**src/rtl/fetch_stage_if.sv**
```systemverilog
// Instruction-memory port of the fetch stage: in-order request channel plus response channel.
// A request transfers on a clock edge where imem_req_valid && imem_req_ready; responses carry no ready.
interface fetch_stage_if;
   logic        imem_req_valid;
   logic        imem_req_ready;
   logic [31:0] imem_req_addr;
   logic        imem_resp_valid;
   logic [31:0] imem_resp_data;

   modport master (
      output imem_req_valid,
      output imem_req_addr,
      input  imem_req_ready,
      input  imem_resp_valid,
      input  imem_resp_data
   );

   modport slave (
      input  imem_req_valid,
      input  imem_req_addr,
      output imem_req_ready,
      output imem_resp_valid,
      output imem_resp_data
   );
endinterface

```
**src/rtl/fetch_stage.sv**
```systemverilog
// Instruction-fetch stage: owns the PC, issues credit-limited in-order fetches,
// queues returned words and drives the IF/ID register with stall/redirect handling.
module fetch_stage #(
   parameter logic [31:0] RESET_PC = 32'h0000_0000,
   parameter int          DEPTH    = 2
) (
   input  logic                         clk,
   input  logic                         rst,
   input  logic                         stall,
   input  logic                         redirect_valid,
   input  logic [31:0]                  redirect_pc,
   fetch_stage_if.master                imem,
   output logic                         if_id_valid,
   output logic [31:0]                  if_id_pc,
   output logic [31:0]                  if_id_instr,
   output logic [$clog2(DEPTH+1)-1:0]   dbg_inflight,
   output logic [$clog2(DEPTH+1)-1:0]   dbg_drop,
   output logic [$clog2(DEPTH+1)-1:0]   dbg_count
);

   localparam int          CW  = $clog2(DEPTH + 1);
   localparam int          PW  = $clog2(DEPTH);
   localparam logic [31:0] NOP = 32'h0000_0013;

   logic [31:0]   pc;
   logic [CW-1:0] inflight;
   logic [CW-1:0] drop;
   logic [CW-1:0] count;

   logic [31:0]   pcf [DEPTH];
   logic [PW-1:0] pcf_wr;
   logic [PW-1:0] pcf_rd;

   logic [31:0]   q_pc    [DEPTH];
   logic [31:0]   q_instr [DEPTH];
   logic [PW-1:0] q_wr;
   logic [PW-1:0] q_rd;

   logic [CW:0]   credit_used;
   logic          accept;
   logic          resp;
   logic          resp_keep;
   logic          take;
   logic          pop;
   logic          bypass;
   logic          push;
   logic [31:0]   resp_pc;
   logic [31:0]   target_pc;

   // Every accepted request owns either an in-flight slot or a queue slot.
   assign credit_used         = {1'b0, inflight} + {1'b0, count};
   assign imem.imem_req_valid = !redirect_valid && (credit_used < (CW+1)'(DEPTH));
   assign imem.imem_req_addr  = pc;

   assign accept    = imem.imem_req_valid && imem.imem_req_ready;
   assign resp      = imem.imem_resp_valid;
   assign resp_pc   = pcf[pcf_rd];
   assign target_pc = redirect_pc & ~32'h3;

   // A response into an empty queue goes straight to IF/ID at the same edge.
   assign resp_keep = resp && (drop == '0) && !redirect_valid;
   assign take      = !redirect_valid && !stall;
   assign pop       = take && (count != '0);
   assign bypass    = take && (count == '0) && resp_keep;
   assign push      = resp_keep && !bypass;

   assign dbg_inflight = inflight;
   assign dbg_drop     = drop;
   assign dbg_count    = count;

   always_ff @(posedge clk) begin
      if (accept)
         pcf[pcf_wr] <= pc;
      if (push) begin
         q_pc[q_wr]    <= resp_pc;
         q_instr[q_wr] <= imem.imem_resp_data;
      end
   end

   always_ff @(posedge clk or posedge rst) begin
      if (rst) begin
         pc       <= RESET_PC;
         inflight <= '0;
         drop     <= '0;
         count    <= '0;
         pcf_wr   <= '0;
         pcf_rd   <= '0;
         q_wr     <= '0;
         q_rd     <= '0;
      end else begin
         inflight <= inflight + CW'(accept) - CW'(resp);
         if (accept)
            pcf_wr <= pcf_wr + PW'(1);
         if (resp)
            pcf_rd <= pcf_rd + PW'(1);
         if (redirect_valid) begin
            pc    <= target_pc;
            drop  <= inflight - CW'(resp);
            count <= '0;
            q_wr  <= '0;
            q_rd  <= '0;
         end else begin
            if (accept)
               pc <= pc + 32'd4;
            if (resp && (drop != '0))
               drop <= drop - CW'(1);
            count <= count + CW'(push) - CW'(pop);
            if (push)
               q_wr <= q_wr + PW'(1);
            if (pop)
               q_rd <= q_rd + PW'(1);
         end
      end
   end

   always_ff @(posedge clk or posedge rst) begin
      if (rst) begin
         if_id_valid <= 1'b0;
         if_id_pc    <= 32'h0;
         if_id_instr <= NOP;
      end else if (redirect_valid) begin
         if_id_valid <= 1'b0;
         if_id_pc    <= 32'h0;
         if_id_instr <= NOP;
      end else if (!stall) begin
         if (pop) begin
            if_id_valid <= 1'b1;
            if_id_pc    <= q_pc[q_rd];
            if_id_instr <= q_instr[q_rd];
         end else if (bypass) begin
            if_id_valid <= 1'b1;
            if_id_pc    <= resp_pc;
            if_id_instr <= imem.imem_resp_data;
         end else begin
            if_id_valid <= 1'b0;
            if_id_pc    <= 32'h0;
            if_id_instr <= NOP;
         end
      end
   end

   a_resp_has_request: assert property (@(posedge clk) disable iff (rst)
      imem.imem_resp_valid |-> (inflight != '0));

   a_queue_no_overflow: assert property (@(posedge clk) disable iff (rst)
      (imem.imem_resp_valid && (drop == '0) && !redirect_valid) |-> (count != CW'(DEPTH)));

endmodule

```
**src/flat_wrapper.sv**
```systemverilog
// flat-port wrapper written by rule: the top's interface ports become plain ports
module fetch_stage_flat 
#(
   parameter logic [31:0] RESET_PC = 32'h0000_0000,
   parameter int          DEPTH    = 2
)
  (clk, rst, stall, redirect_valid, redirect_pc, if_id_valid, if_id_pc, if_id_instr, dbg_inflight, dbg_drop, dbg_count, imem_imem_req_valid, imem_imem_req_addr, imem_imem_req_ready, imem_imem_resp_valid, imem_imem_resp_data);
  fetch_stage_if imem_i ();
  input  logic clk;
  input  logic rst;
  input  logic stall;
  input  logic redirect_valid;
  input  logic [31:0] redirect_pc;
  output logic if_id_valid;
  output logic [31:0] if_id_pc;
  output logic [31:0] if_id_instr;
  output logic [$clog2(DEPTH+1)-1:0] dbg_inflight;
  output logic [$clog2(DEPTH+1)-1:0] dbg_drop;
  output logic [$clog2(DEPTH+1)-1:0] dbg_count;
  output wire logic [$bits(imem_i.imem_req_valid)-1:0] imem_imem_req_valid;
  output wire logic [$bits(imem_i.imem_req_addr)-1:0] imem_imem_req_addr;
  input wire logic [$bits(imem_i.imem_req_ready)-1:0] imem_imem_req_ready;
  input wire logic [$bits(imem_i.imem_resp_valid)-1:0] imem_imem_resp_valid;
  input wire logic [$bits(imem_i.imem_resp_data)-1:0] imem_imem_resp_data;
  assign imem_imem_req_valid = imem_i.imem_req_valid;
  assign imem_imem_req_addr = imem_i.imem_req_addr;
  assign imem_i.imem_req_ready = imem_imem_req_ready;
  assign imem_i.imem_resp_valid = imem_imem_resp_valid;
  assign imem_i.imem_resp_data = imem_imem_resp_data;
  fetch_stage #(.RESET_PC(RESET_PC), .DEPTH(DEPTH)) u_core (.clk(clk), .rst(rst), .stall(stall), .redirect_valid(redirect_valid), .redirect_pc(redirect_pc), .imem(imem_i), .if_id_valid(if_id_valid), .if_id_pc(if_id_pc), .if_id_instr(if_id_instr), .dbg_inflight(dbg_inflight), .dbg_drop(dbg_drop), .dbg_count(dbg_count));
endmodule
```
**config.mk**
```make
export PLATFORM = sky130hd
export DESIGN_NAME = fetch_stage_flat
export DESIGN_NICKNAME = d
export VERILOG_FILES = /design/src/rtl/fetch_stage_if.sv /design/src/rtl/fetch_stage.sv /design/src/flat_wrapper.sv
export SDC_FILE = /design/constraint.sdc
export NUM_CORES = 1
export LEC_CHECK = 0
export CELL_PAD_IN_SITES_DETAIL_PLACEMENT = 2
export CELL_PAD_IN_SITES_GLOBAL_PLACEMENT = 2
export CORE_UTILIZATION = 38
export CTS_CLUSTER_DIAMETER = 150
export CTS_CLUSTER_SIZE = 16
export DETAILED_ROUTE_END_ITERATION = 12
export PLACE_DENSITY = 0.77
export SLEW_MARGIN = 15
export SYNTH_ARGS = -nofsm -noshare
export SYNTH_HDL_FRONTEND = slang
export SYNTH_SLANG_ARGS = --single-unit
```
**constraint.sdc**
```tcl
create_clock -name clk -period 7 [get_ports clk]
set_input_delay 1.4 -clock clk [delete_from_list [all_inputs] [get_ports clk]]
set_output_delay 1.4 -clock clk [all_outputs]
set_load 0.05 [all_outputs]
```
== After elaboration in Yosys (flattened, before gate mapping) ==
Memories as Yosys holds them, arrays and structs flattened.
Cells that the tools add are included.
Cells by class
  add/sub/neg operators: 12
  magnitude comparators: 1
  eq/ne operators: 1
  muxes and demuxes: 25
  reduce and logical (&&, ||, !) cells: 21
Operators by type and width (count)
  $mux W32: 10
  $add A32 B3 Y32 const B: 1
  $mux W1: 12
  $reduce_bool A2 Y1: 6
  $logic_and A1 B1 Y1: 10
  $mux W2: 3
  $sub A2 B1 Y2: 3
  $add A1 B1 Y1 const B: 4
  $add A2 B1 Y2: 2
  $logic_not A2 Y1: 2
  $add A2 B2 Y3: 1
  $logic_not A1 Y1: 3
  $lt A3 B2 Y1 const B: 1
  $ne A2 B1 Y1 const B: 1
  $sub A2 B1 Y2 const B: 1
Word-level totals
  register bits: 107
  RAM bits: 192
  bits of input ports: 70
  output and inout bits: 104
  logic and storage cells: 74
  memories: 3
Memories
  u_core.pcf: depth 2, bits a word 32, read ports 1, clocked after memory_dff 0, write ports 1, RTL line fetch_stage.sv:30  | logic [31:0] pcf [DEPTH];
  u_core.q_instr: depth 2, bits a word 32, read ports 1, clocked after memory_dff 0, write ports 1, RTL line fetch_stage.sv:35  | logic [31:0] q_instr [DEPTH];
  u_core.q_pc: depth 2, bits a word 32, read ports 1, clocked after memory_dff 0, write ports 1, RTL line fetch_stage.sv:34  | logic [31:0] q_pc [DEPTH];

== Longest topological paths before layout ==
  depth after elaboration: 9
  mapped depth: 10
  depth with buffers taken out: 10

== Least setup slack after synthesis ==
OpenSTA, ideal clock, no wires.
  path type: input-to-reg
  start point: input port redirect_valid
  end point: memory u_core.q_instr[0][0], enable pin
  setup time: 0.558 ns
  data arrival time: 6.296 ns
  required time: 6.442 ns
  slack: 0.146 ns
  stages: 4
  path buffers: 3
  cells stage by stage: clkbuf_1 > buf_1 > buf_1 > nor3_1
Between the ends
  cells in the longest elaborated chain, start to end: 8
  elaborated cells on any way between the ends: 9
  classes of those cells: mux: 2; reduce/logical: 7
Ends and longest elaborated chain
  start: declaration: RTL line flat_wrapper.sv:12  | input logic redirect_valid;
  $logic_not A1 Y1 *: RTL line fetch_stage.sv:61, fetch_stage.sv:62
  $logic_and A1 B1 Y1: RTL line fetch_stage.sv:62  | assign take = !redirect_valid && !stall;
  $logic_and A1 B1 Y1 (2 in a row): RTL line fetch_stage.sv:64  | assign bypass = take && (count == '0) && resp_keep;
  $logic_not A1 Y1: RTL line fetch_stage.sv:65  | assign push = resp_keep && !bypass;
  $logic_and A1 B1 Y1 *: RTL line fetch_stage.sv:65
  $mux W1 *: RTL line fetch_stage.sv:74  | if (push) begin
  $mux W1 (implied by the code) *: RTL line fetch_stage.sv:76  | q_instr[q_wr] <= imem.imem_resp_data;
  end: declaration: RTL line fetch_stage.sv:35
Every way passes the cells marked *; elsewhere a longest branch is shown, timed or not.

== Worst setup path in the final report ==
  start point: register u_core.count[0], in the netlist u_core.dbg_count[0]
  end point: output port imem_imem_req_valid
Between the ends
  cells in the longest elaborated chain, start to end: 3
Ends and longest elaborated chain
  start: declaration: RTL line fetch_stage.sv:28  | logic [CW-1:0] count;
  start signal: assignment: RTL line fetch_stage.sv:107  | count <= count + CW'(push) - CW'(pop);
  $add A2 B2 Y3: RTL line fetch_stage.sv:51  | assign credit_used = {1'b0, inflight} + {1'b0, count};
  $lt A3 B2 Y1: RTL line fetch_stage.sv:52  | assign imem.imem_req_valid = !redirect_valid && (credit_used < (CW+1)'(DEPTH));
  $logic_and A1 B1 Y1: RTL line fetch_stage.sv:52
  end: declaration: RTL line flat_wrapper.sv:20  | output wire logic [$bits(imem_i.imem_req_valid)-1:0] imem_imem_req_valid;
No other way between the ends.

==> results.py <==
metrics = {
    "power": {
        "p_sw_mw": 1.38,
        "p_total_mw": 4.35,
        "p_comb_share_pct": 24.0,
        "p_leak_nw": 4.96,
        "seq_power_share_pct": 49.5,
        "power.density_nw_per_um2": 304,
        "clock_power_share_pct": 26.4,
        "switching_share_pct": 31.8,
        "vdd_drop_max_mv": 0.147,
        "p_int_mw": 2.96,
    },
    "timing": {
        "fin_crit_ps": 4440,
        "fin_crit_sh_pct": 63.5,
        "finalSetupTns_ps": 0,
        "finalSetupViolCount": 0,
        "slew_viol_final": 0,
        "fin_worst_skew_ps": 13.0,
        "max_clock_freq_mhz": 225,
        "hold_viol_final": 0,
        "rsz0062_at_grt": "false",
        "tightest_slew_ps": 1220,
        "holdWs_ps": 521,
        "maxSlewHeadroom_pct": 17.9,
    },
    "cells_and_area": {
        "antenna_cells": 0,
        "fin_nets": 1040,
        "drive_above_1_share_pct": 8.60,
        "area_delta_synth_final_pct": 23.4,
        "fin_util_pct": 48.0,
    },
    "clocking": {
        "htree_num_levels": 1,
        "cts_tree": "built",
        "clk_pin_slew_ps": 80,
        "cts-buffers-inserted": 21,
        "ctsHoldBuffers": 0,
        "cts-root-buf": "clkbuf_16",
        "postCtsResizedCells": 0,
        "cts_buffer_depth": 3,
        "cts_setup_buffers": 0,
        "cts.sinks": 288,
        "insertion_delay_ps": 520,
    },
    "critical_path": {
        "cp.required_ps": 5600,
        "path_cells": "inv_1 > nor2_1 > fa_1 > nor3_1 > clkdlybuf4s50_1",
        "cp_max_fo": 5,
        "reg2reg_slack_ps": 3580,
        "cp-start-kind": "flop",
        "worst_setup_path_end_kind": "output pin",
        "cp.arrival_ps": 3040,
        "path_class": "flop to output pin",
        "slowest_delay_ps": 910,
        "reg2reg_from": "u_core.dbg_count[0]",
        "reg2reg_to": "u_core.imem.imem_req_addr[29]",
        "ff2ff_path_depth": 7,
        "cpMaxStageDelayCell": "clkdlybuf4s50_1",
    },
    "global_route": {
        "grt_use_total_pct": 20.4,
        "first_global_vias": 8135,
        "overflow": 0,
        "antenna_found_initial": 1,
        "grt_pass1_wl_mm": 48.8,
        "grt_max_degree": 81,
    },
    "placement": {
        "hpwl_mm": 20.5,
        "portBuffers": 169,
        "globalplace.congestion": 0.759,
    },
    "detailed_routing": {
        "wl_per_cell_microns": 22.9,
        "avgViaCountPerCell": 5.47,
        "initialDrtViolationCount": 437,
        "vias": 7472,
        "drc": 0,
        "drt-total-wl_mm": 31.4,
        "ant_nets": 0,
        "first_pass_iters": 4,
    },
    "logic_synthesis": {
        "yosysWarningCount": 0,
        "seq_area_frac_synth_pct": 70.2,
        "syn_inst": 804,
        "synth.avg_cell_area_sq_um": 14.4,
        "yosys.area.top_type_share_pct": 47.7,
        "synth.distinct_cells": 55,
        "async_flop_share_pct": 36.1,
        "synth_top_area_cell": "edfxtp_1",
        "yosys-top-cells-area": "edfxtp_1 48%, dfrtp_1 22%, mux2i_1 5.4%",
        "synth_edf_count": 184,
        "ys.flop_type": "edfxtp_1",
        "ys_ff_latch": 288,
        "netlist_area_sq_um": 11600,
    },
    "floorplanning": {
        "die_w_microns": 177,
        "ios": 174,
        "dieArea_sq_um": 31200,
        "die_h_microns": 177,
        "row_count": 63,
        "initial_core_util_pct": 38.9,
        "core_area_sq_um": 29800,
    },
    "run_status": {
        "status": "completed",
    },
    "flow_run": {
        "maxCapViolations": 0,
    },
    "hold_path": {
        "hold_depth": 2,
        "hp-class": "flop to flop",
        "worst_hold_path.endpoint": "u_core.if_id_valid",
        "hold_start": "u_core.if_id_valid",
    },
}
[placed cells by master (no fill, tap or decap), types with 8 or more instances in the layout]
cell type,synthesis,routed
nor3_1,21,19
nor2b_1,20,19
a211oi_1,15,15
nand3_1,15,15
o21ai_0,57,57
nor2_1,33,32
dfrtp_1,101,100
a21oi_1,8,8
clkbuf_1,27,15
edfxtp_1,184,184
mux2i_1,63,63
or4_1,10,10
nand4_1,9,9
xor2_1,11,11
clkbuf_16,0,21
clkdlybuf4s50_1,0,168
buf_4,3,14
nand2_1,38,38
mux2_2,30,30
inv_1,11,10
a22oi_1,45,45
[metrics by stage]
stage	area (sq um)	setup slack, ps	instances
6_report	14300	2560	1367
2_1_floorplan	11600	146	805
4_1_cts	14300	2490	1367
5_1_grt	14300	2420	1367
3_5_place_dp	13700	2530	1330
3_3_place_gp	13700	2560	1330
[logic make-up after synthesis]
logic type	count (synthesis)	share of synthesized area (%)
multiplexers	93	8.36
other	1	0.0324
adder cells (fa/ha/maj)	7	0.821
AND/OR/NAND/NOR	179	8.22
buffers and inverters	59	2.06
AO/OA/AOI/OAI	159	8.97
flip-flops	288	70.2
XOR/XNOR	18	1.36
[how the worst max path moves through the flow]
stage	from	endpoint	slack, ps	cells past startpoint
6_report	u_core.dbg_count[0]	imem_imem_req_valid	2560	5
4_1_cts	u_core.dbg_count[0]	imem_imem_req_valid	2490	5
3_5_place_dp	stall	u_core.q_instr[1][27]	2530	7
2_1_floorplan	redirect_valid	u_core.q_instr[0][0]	150	4
5_1_grt	u_core.dbg_count[0]	imem_imem_req_valid	2420	5
3_3_place_gp	stall	u_core.q_pc[1][31]	2560	7
[worst max-delay path, delay by kind of cell (launching register included)]
kind	cells	cell delay (ps)
buffers and inverters	2	1020
adder cells (fa/ha/maj)	1	540
AND/OR/NAND/NOR	2	530
flip-flops	1	430
[power groups by stage]
stage | Combinational (mW) | Sequential (mW) | Clock (mW)
floorplan | 0.440 | 2.39 | 0
global placement | 1.03 | 2.18 | 0
detailed placement | 1.05 | 2.19 | 0
CTS | 1.06 | 2.16 | 1.18
global route | 1.12 | 2.17 | 1.23
finish | 1.05 | 2.15 | 1.15
[cell usage after synthesis, types with 2 or more instances]
| library cell | n |
|---|---|
| a211oi_1 | 15 |
| a21oi_1 | 8 |
| a221o_1 | 2 |
| a22oi_1 | 45 |
| a31oi_1 | 5 |
| and2_1 | 3 |
| and3_1 | 4 |
| and4_1 | 2 |
| buf_1 | 13 |
| buf_2 | 5 |
| buf_4 | 3 |
| clkbuf_1 | 27 |
| dfrtp_1 | 101 |
| dfstp_2 | 3 |
| edfxtp_1 | 184 |
| ha_1 | 6 |
| inv_1 | 11 |
| mux2_2 | 30 |
| mux2i_1 | 63 |
| nand2_1 | 38 |
| nand2b_1 | 2 |
| nand3_1 | 15 |
| nand4_1 | 9 |
| nor2_1 | 33 |
| nor2b_1 | 20 |
| nor3_1 | 21 |
| nor3b_1 | 2 |
| nor4_1 | 6 |
| o211ai_1 | 6 |
| o21ai_0 | 57 |
| o22ai_1 | 3 |
| o311ai_0 | 5 |
| o311ai_1 | 3 |
| o31ai_1 | 5 |
| or3_1 | 4 |
| or4_1 | 10 |
| xnor2_1 | 7 |
| xor2_1 | 11 |
[layer usage]
layer  vias to the layer above  GRT usage [%]  share of wire [%]
met3                        27           2.60                3.4
li1                       3377              -                  -
met1                      3917           27.8                 45
met2                       149           34.9                 50
met5                         -              0              0.041
met4                         2           4.31                1.3
[flip-flops by register name (all words and copies together) (netlist names), 2 cells and up]
register                   flops
u_core.imem.imem_req_addr     30
u_core.dbg_drop                2
u_core.dbg_inflight            2
u_core.pcf                    60
u_core.q_instr                64
u_core.if_id_pc               31
u_core.if_id_instr            32
u_core.q_pc                   60
u_core.dbg_count               2
[area by class of cell]
type	instances	area, sq um
clock inverters	1	8.76
clock buffers	36	582
repair buffers	183	1790
inverters	11	43.8
flip-flops and latches	288	8140
multi-input cells	458	3250
fillers	2886	15500
well taps	390	488
Power figures use the tool's default switching activity.
